**config.mk**
```make
export PLATFORM = sky130hd
export DESIGN_NAME = i2f_sched_flat
export DESIGN_NICKNAME = d
export VERILOG_FILES = /design/src/rtl/i2f_sched_pkg.sv /design/src/rtl/i2f_sched_if.sv /design/src/rtl/i2f_sched_rr_arbiter.sv /design/src/rtl/i2f_sched.sv /design/src/flat_wrapper.sv
export SDC_FILE = /design/constraint.sdc
export NUM_CORES = 1
export LEC_CHECK = 0
export ABC_AREA = 1
export CELL_PAD_IN_SITES_DETAIL_PLACEMENT = 0
export CELL_PAD_IN_SITES_GLOBAL_PLACEMENT = 1
export CORE_MARGIN = 4
export CORE_UTILIZATION = 28
export DETAILED_ROUTE_END_ITERATION = 12
export PLACE_DENSITY_LB_ADDON = 0.1
export SYNTH_ARGS = -nofsm -noshare
export SYNTH_HDL_FRONTEND = slang
export SYNTH_SLANG_ARGS = --single-unit
```
**constraint.sdc**
```tcl
create_clock -name clk -period 2.9 [get_ports clk]
set_input_delay 0.725 -clock clk [delete_from_list [all_inputs] [get_ports clk]]
set_output_delay 0.725 -clock clk [all_outputs]
set_load 0.05 [all_outputs]
```
**src/rtl/i2f_sched_pkg.sv**
```systemverilog
// Shared types and defaults for the int-to-float converter scheduler.
package fpu_sched_pkg;

    localparam int N_REQ_DEF   = 4;
    localparam int TIMEOUT_DEF = 16;
    localparam int DATA_W      = 32;

    typedef enum logic [1:0] {
        S_IDLE  = 2'd0,
        S_ISSUE = 2'd1,
        S_WAIT  = 2'd2,
        S_RESP  = 2'd3
    } state_t;

endpackage

```
**src/rtl/i2f_sched_if.sv**
```systemverilog
// Requester and converter signals of the scheduler; slave is the scheduler side.
interface i2f_sched_if import fpu_sched_pkg::*; #(
    parameter int N_REQ = N_REQ_DEF
);
    logic [N_REQ-1:0]        req_valid;
    logic [N_REQ*DATA_W-1:0] req_data;
    logic [N_REQ-1:0]        req_ready;
    logic [N_REQ-1:0]        rsp_valid;
    logic [DATA_W-1:0]       rsp_data;
    logic                    rsp_err;
    logic [DATA_W-1:0]       cvt_a;
    logic                    cvt_start;
    logic                    cvt_done;
    logic [DATA_W-1:0]       cvt_z;
    logic                    busy;

    modport slave (
        input  req_valid, req_data, cvt_done, cvt_z,
        output req_ready, rsp_valid, rsp_data, rsp_err, cvt_a, cvt_start, busy
    );

    modport master (
        output req_valid, req_data, cvt_done, cvt_z,
        input  req_ready, rsp_valid, rsp_data, rsp_err, cvt_a, cvt_start, busy
    );
endinterface

```
**src/rtl/i2f_sched_rr_arbiter.sv**
```systemverilog
// Round-robin pick: first asserted request at or above i_ptr, wrapping around.
module rr_arbiter #(
    parameter int N     = 4,
    parameter int PTR_W = (N > 1) ? $clog2(N) : 1
) (
    input  logic [N-1:0]     i_req,
    input  logic [PTR_W-1:0] i_ptr,
    output logic [N-1:0]     o_grant,
    output logic [PTR_W-1:0] o_idx
);
    logic             w_found;
    logic [PTR_W-1:0] w_sel;

    always_comb begin
        o_grant = '0;
        o_idx   = '0;
        w_found = 1'b0;
        w_sel   = '0;
        for (int k = 0; k < N; k++) begin
            w_sel = PTR_W'((int'(i_ptr) + k) % N);
            if (!w_found && i_req[w_sel]) begin
                w_found        = 1'b1;
                o_grant[w_sel] = 1'b1;
                o_idx          = w_sel;
            end
        end
    end
endmodule

```
**src/rtl/i2f_sched.sv**
```systemverilog
// Shares one external int-to-float converter among N_REQ requesters, with
// round-robin arbitration and a bounded wait for the converter result.
module i2f_sched import fpu_sched_pkg::*; #(
    parameter int N_REQ   = N_REQ_DEF,
    parameter int TIMEOUT = TIMEOUT_DEF
) (
    input  logic       clk,
    input  logic       rst,
    i2f_sched_if.slave bus
);
    localparam int               PTR_W    = (N_REQ > 1) ? $clog2(N_REQ) : 1;
    localparam int               CNT_W    = $clog2(TIMEOUT) + 1;
    localparam logic [CNT_W-1:0] CNT_LAST = CNT_W'(TIMEOUT - 1);

    state_t                   r_state;
    state_t                   w_next;
    logic [PTR_W-1:0]         r_ptr;
    logic [PTR_W-1:0]         r_tag;
    logic [CNT_W-1:0]         r_cnt;
    logic signed [DATA_W-1:0] r_opnd;
    logic [DATA_W-1:0]        r_result;
    logic                     r_err;
    logic [N_REQ-1:0]         r_rsp_valid;
    logic [DATA_W-1:0]        r_rsp_data;
    logic                     r_rsp_err;
    logic [N_REQ-1:0]         w_gnt;
    logic [PTR_W-1:0]         w_gnt_idx;
    logic signed [DATA_W-1:0] w_opnd;
    logic                     w_any;
    logic                     w_timeout;

    rr_arbiter #(.N(N_REQ), .PTR_W(PTR_W)) u_arb (
        .i_req   (bus.req_valid),
        .i_ptr   (r_ptr),
        .o_grant (w_gnt),
        .o_idx   (w_gnt_idx)
    );

    assign w_any     = |bus.req_valid;
    assign w_timeout = (r_cnt == CNT_LAST);

    always_comb begin
        w_opnd = '0;
        for (int i = 0; i < N_REQ; i++) begin
            if (w_gnt[i]) w_opnd = bus.req_data[i*DATA_W +: DATA_W];
        end
    end

    always_ff @(posedge clk) begin
        if (!rst) r_state <= S_IDLE;
        else      r_state <= w_next;
    end

    always_comb begin
        w_next = r_state;
        case (r_state)
            S_IDLE:  if (w_any) w_next = S_ISSUE;
            S_ISSUE: w_next = S_WAIT;
            S_WAIT:  if (bus.cvt_done || w_timeout) w_next = S_RESP;
            S_RESP:  w_next = S_IDLE;
            default: w_next = S_IDLE;
        endcase
    end

    // Grants are withheld while reset is asserted so nothing is accepted and then lost.
    always_comb begin
        bus.req_ready = '0;
        bus.cvt_start = 1'b0;
        bus.busy      = (r_state != S_IDLE);
        if (rst && r_state == S_IDLE && w_any) bus.req_ready = w_gnt;
        if (r_state == S_ISSUE)                bus.cvt_start = 1'b1;
    end

    always_ff @(posedge clk) begin
        if (!rst) begin
            r_ptr       <= '0;
            r_tag       <= '0;
            r_cnt       <= '0;
            r_opnd      <= '0;
            r_result    <= '0;
            r_err       <= 1'b0;
            r_rsp_valid <= '0;
            r_rsp_data  <= '0;
            r_rsp_err   <= 1'b0;
        end else begin
            r_rsp_valid <= '0;
            r_rsp_data  <= '0;
            r_rsp_err   <= 1'b0;
            case (r_state)
                S_IDLE: begin
                    if (w_any) begin
                        r_opnd <= w_opnd;
                        r_tag  <= w_gnt_idx;
                    end
                end
                S_ISSUE: r_cnt <= '0;
                S_WAIT: begin
                    // A result arriving on the final allowed cycle still wins over the timeout.
                    if (bus.cvt_done) begin
                        r_result <= bus.cvt_z;
                        r_err    <= 1'b0;
                    end else if (w_timeout) begin
                        r_result <= '0;
                        r_err    <= 1'b1;
                    end else begin
                        r_cnt <= r_cnt + 1'b1;
                    end
                end
                S_RESP: begin
                    r_rsp_valid <= N_REQ'(1) << r_tag;
                    r_rsp_data  <= r_result;
                    r_rsp_err   <= r_err;
                    r_ptr       <= (r_tag == PTR_W'(N_REQ - 1)) ? '0 : r_tag + 1'b1;
                end
                default: ;
            endcase
        end
    end

    assign bus.rsp_valid = r_rsp_valid;
    assign bus.rsp_data  = r_rsp_data;
    assign bus.rsp_err   = r_rsp_err;
    assign bus.cvt_a     = r_opnd;
endmodule
```
**src/flat_wrapper.sv**
```systemverilog
// flat-port wrapper written by rule: the top's interface ports become plain ports
module i2f_sched_flat import fpu_sched_pkg::*;
#(
    parameter int N_REQ   = N_REQ_DEF,
    parameter int TIMEOUT = TIMEOUT_DEF
)
  (clk, rst, bus_req_valid, bus_req_data, bus_cvt_done, bus_cvt_z, bus_req_ready, bus_rsp_valid, bus_rsp_data, bus_rsp_err, bus_cvt_a, bus_cvt_start, bus_busy);
  i2f_sched_if #(.N_REQ(N_REQ)) bus_i ();
  input  logic clk;
  input  logic rst;
  input wire logic [$bits(bus_i.req_valid)-1:0] bus_req_valid;
  input wire logic [$bits(bus_i.req_data)-1:0] bus_req_data;
  input wire logic [$bits(bus_i.cvt_done)-1:0] bus_cvt_done;
  input wire logic [$bits(bus_i.cvt_z)-1:0] bus_cvt_z;
  output wire logic [$bits(bus_i.req_ready)-1:0] bus_req_ready;
  output wire logic [$bits(bus_i.rsp_valid)-1:0] bus_rsp_valid;
  output wire logic [$bits(bus_i.rsp_data)-1:0] bus_rsp_data;
  output wire logic [$bits(bus_i.rsp_err)-1:0] bus_rsp_err;
  output wire logic [$bits(bus_i.cvt_a)-1:0] bus_cvt_a;
  output wire logic [$bits(bus_i.cvt_start)-1:0] bus_cvt_start;
  output wire logic [$bits(bus_i.busy)-1:0] bus_busy;
  assign bus_i.req_valid = bus_req_valid;
  assign bus_i.req_data = bus_req_data;
  assign bus_i.cvt_done = bus_cvt_done;
  assign bus_i.cvt_z = bus_cvt_z;
  assign bus_req_ready = bus_i.req_ready;
  assign bus_rsp_valid = bus_i.rsp_valid;
  assign bus_rsp_data = bus_i.rsp_data;
  assign bus_rsp_err = bus_i.rsp_err;
  assign bus_cvt_a = bus_i.cvt_a;
  assign bus_cvt_start = bus_i.cvt_start;
  assign bus_busy = bus_i.busy;
  i2f_sched #(.N_REQ(N_REQ), .TIMEOUT(TIMEOUT)) u_core (.clk(clk), .rst(rst), .bus(bus_i));
endmodule
```
==> metrics.cfg <==
[critical_path]
critPathKind = in -> out
worstPathRequired_ns = 2.17
slowest_delay_ns = 0.24
cp-start-kind = input port
crit_top_cell = nand2_2
crit_path_end_kind = output port
crit_buf_inv = 2
path_cells = clkdlybuf4s15_1 -> nand2_2 -> nand3_1 -> nand2_2 -> nand2_1 -> nor2_4 -> nand2_2 -> a31oi_4 -> buf_12
arrival_ns = 2.08
crit_slowest_cell = clkdlybuf4s15_1
crit_fanout = 5
path_delay_family = simple AND/OR/NAND/NOR gates

[worst_hold_path]
hp-class = reg -> reg

[route]
drt_iter0_markers = 222
avgViaCountPerCell = 4.55
drt_wl_total_um = 18500
ant_nets = 0
drc_errors = 0
vias = 5730
wl_per_cell_um = 14.7
dr.pass1.iters = 4

[sta]
worstMarginPinSlew_ns = 0.566
postLayoutSetupSlackWorst_ns = 0.0958
fin_skew_ns = 0.0103
holdWs_ns = 0.421
maxSlewViolCount = 0
min_period_ns = 2.80
hold_viol_final = 0
setup_viol = 0
slew_headroom_pct = 62.1
grt_setup_unrepaired = false
final.setup.tns_ns = 0
period_share_pct = 96.7
fmaxAchievable_mhz = 357

[die]
core_area_um2 = 18800
fp.dieArea_um2 = 21500
chipWidth_um = 147
rows = 50
io_pins = 242
start_util_pct = 28.6
die_h_um = 147

[final_layout]
fin_nets = 1195
n_antenna_cell = 0
utilization_pct = 47.1
final_cell_mix = clkdlybuf4s50_1 (233), a21oi_1 (168), nand2_1 (166), dfxtp_1 (111), inv_1 (83)
stdcell_area_um2 = 8850
area_delta_synth_final_pct = 64.7
instances_no_fill = 1259
drive_gt1_share_pct = 10.6
layout.cells.most_common = clkdlybuf4s50_1

[place]
pre_cts_slack_ns = -0.216
portBuffers = 241
dp_cells = 1226
place.gp.congestion = 0.776
postPlaceCellArea_um2 = 8140
dp_hpwl_um = 13000

[clock_network]
clkLatencyLatePin_ns = 0.41
htreeDepth = 4
clk_transition_reported_paths_ns = 0.06
ctsLongestPathBuffers = 2
numCtsBuffers = 17
ctsHoldBuffers = 0
cts-root-buf = clkbuf_16
clkSinkCount = 113
cts_tree = built

[synth]
syn-num-nets = 950
synth.largest_area_cell = dfxtp_1
ys_warn_count = 0
yosysTopAreaCellShare_pct = 42.1
ys_seq_area_share_pct = 42.1
synth_cells = 768
synthTopCellsByArea = dfxtp_1 (42%), a21oi_1 (16%), nand2_1 (12%)
synth_seq_cells = 113
ys_types = 31
synth_area_um2 = 5370
syn_avg_cell_area_um2 = 7.00

[power]
ir_drop_v = 0.000470
p_leak_nw = 3.57
power_mw = 7.84
power_density_nw_per_um2 = 885

[status]
status = completed

[flow_run]
cap_violations = 0

[global_route]
grt_pass1_vias = 5720
groute.usage.overall_pct = 17.3
antenna_found_initial = 0
grt_pass1_wl_um = 29900
grt_max_degree = 53
grt-ovfl-total = 0

==> synth_stat cells <==
cell type,instances
nand2_1,177
a21oi_1,168
dfxtp_1,113
inv_1,89
nand3_1,44
nor2_1,42
o21ai_0,36
clkbuf_1,19
ha_1,15
buf_4,12
nor3_1,11
buf_2,9
buf_1,4
a31oi_1,3
clkinv_1,3
nand2_2,3
nand3_2,3
nand2_4,2
nand3_4,2
nor2_4,2
a211oi_1,1
and3_1,1
buf_6,1
inv_2,1
inv_4,1
nand3b_4,1
nor4_1,1
o211a_1,1
o21ai_1,1
o22ai_1,1
o31ai_1,1
==> metal layers <==
metal	share of wire, %	vias up	global-route usage (%)
met5	0	-	0
met4	1.5	0	4.99
met3	8.5	18	7.08
met2	48	159	28.9
met1	42	2581	20.4
li1	-	2972	-
==> worst min-delay path: stages, from the launching register on <==
cell	delay, ns
dfxtp_1	0.30
inv_1	0.05
nor2_1	0.03
==> sequential cells by signal (all words and copies together), names as in the netlist <==
register and count:
u_core.r_state 2, u_core.r_tag 2, u_core.bus.cvt_a 32, u_core.r_err 1, u_core.r_result 32, u_core.bus.rsp_err 1
u_core.r_cnt 5, u_core.bus.rsp_data 32, u_core.bus.rsp_valid 4, u_core.r_ptr 2
==> where the power goes <==
| part | switching [mW] | internal, mW | total [mW] |
|---|---|---|---|
| sequential | 0.134 | 1.81 | 1.94 |
| combinational | 2.40 | 1.35 | 3.75 |
| clock | 0.785 | 1.36 | 2.14 |
==> area by class of cell <==
cell class                      instances  area, um2
Timing Repair Buffer                  271       2710
Tap cell                              234        293
Multi-Input combinational cell        516       2620
Clock buffer                           17        425
Inverter                               94        358
Clock inverter                         14        183
Fill cell                            1923       9920
Sequential cell                       113       2260
==> cell families after synthesis <==
family                   share of synthesized area [%]
adder cells (fa/ha/maj)                           3.49
flip-flops                                        42.1
buffers and inverters                             10.9
AO/OA/AOI/OAI                                     20.0
AND/OR/NAND/NOR                                   23.4
==> what timing repair did <==
action,CTS,global route
setup endpoints to repair,4,4
pin swaps,1,8
buffers inserted,0,2
resized for setup,18,21
==> final timing paths <==
path                                          start                       to  slack [ns]  cells after the start
worst max-delay path               bus_req_valid[3]         bus_req_ready[3]         0.1                      9
worst max register to register      u_core.r_ptr[1]     u_core.bus.cvt_a[10]        0.68                     15
worst min register to register  u_core.r_result[21]  u_core.bus.rsp_data[21]        0.42                      2
worst min-delay path            u_core.r_result[21]  u_core.bus.rsp_data[21]        0.42                      2
Power figures use the tool's default switching activity.
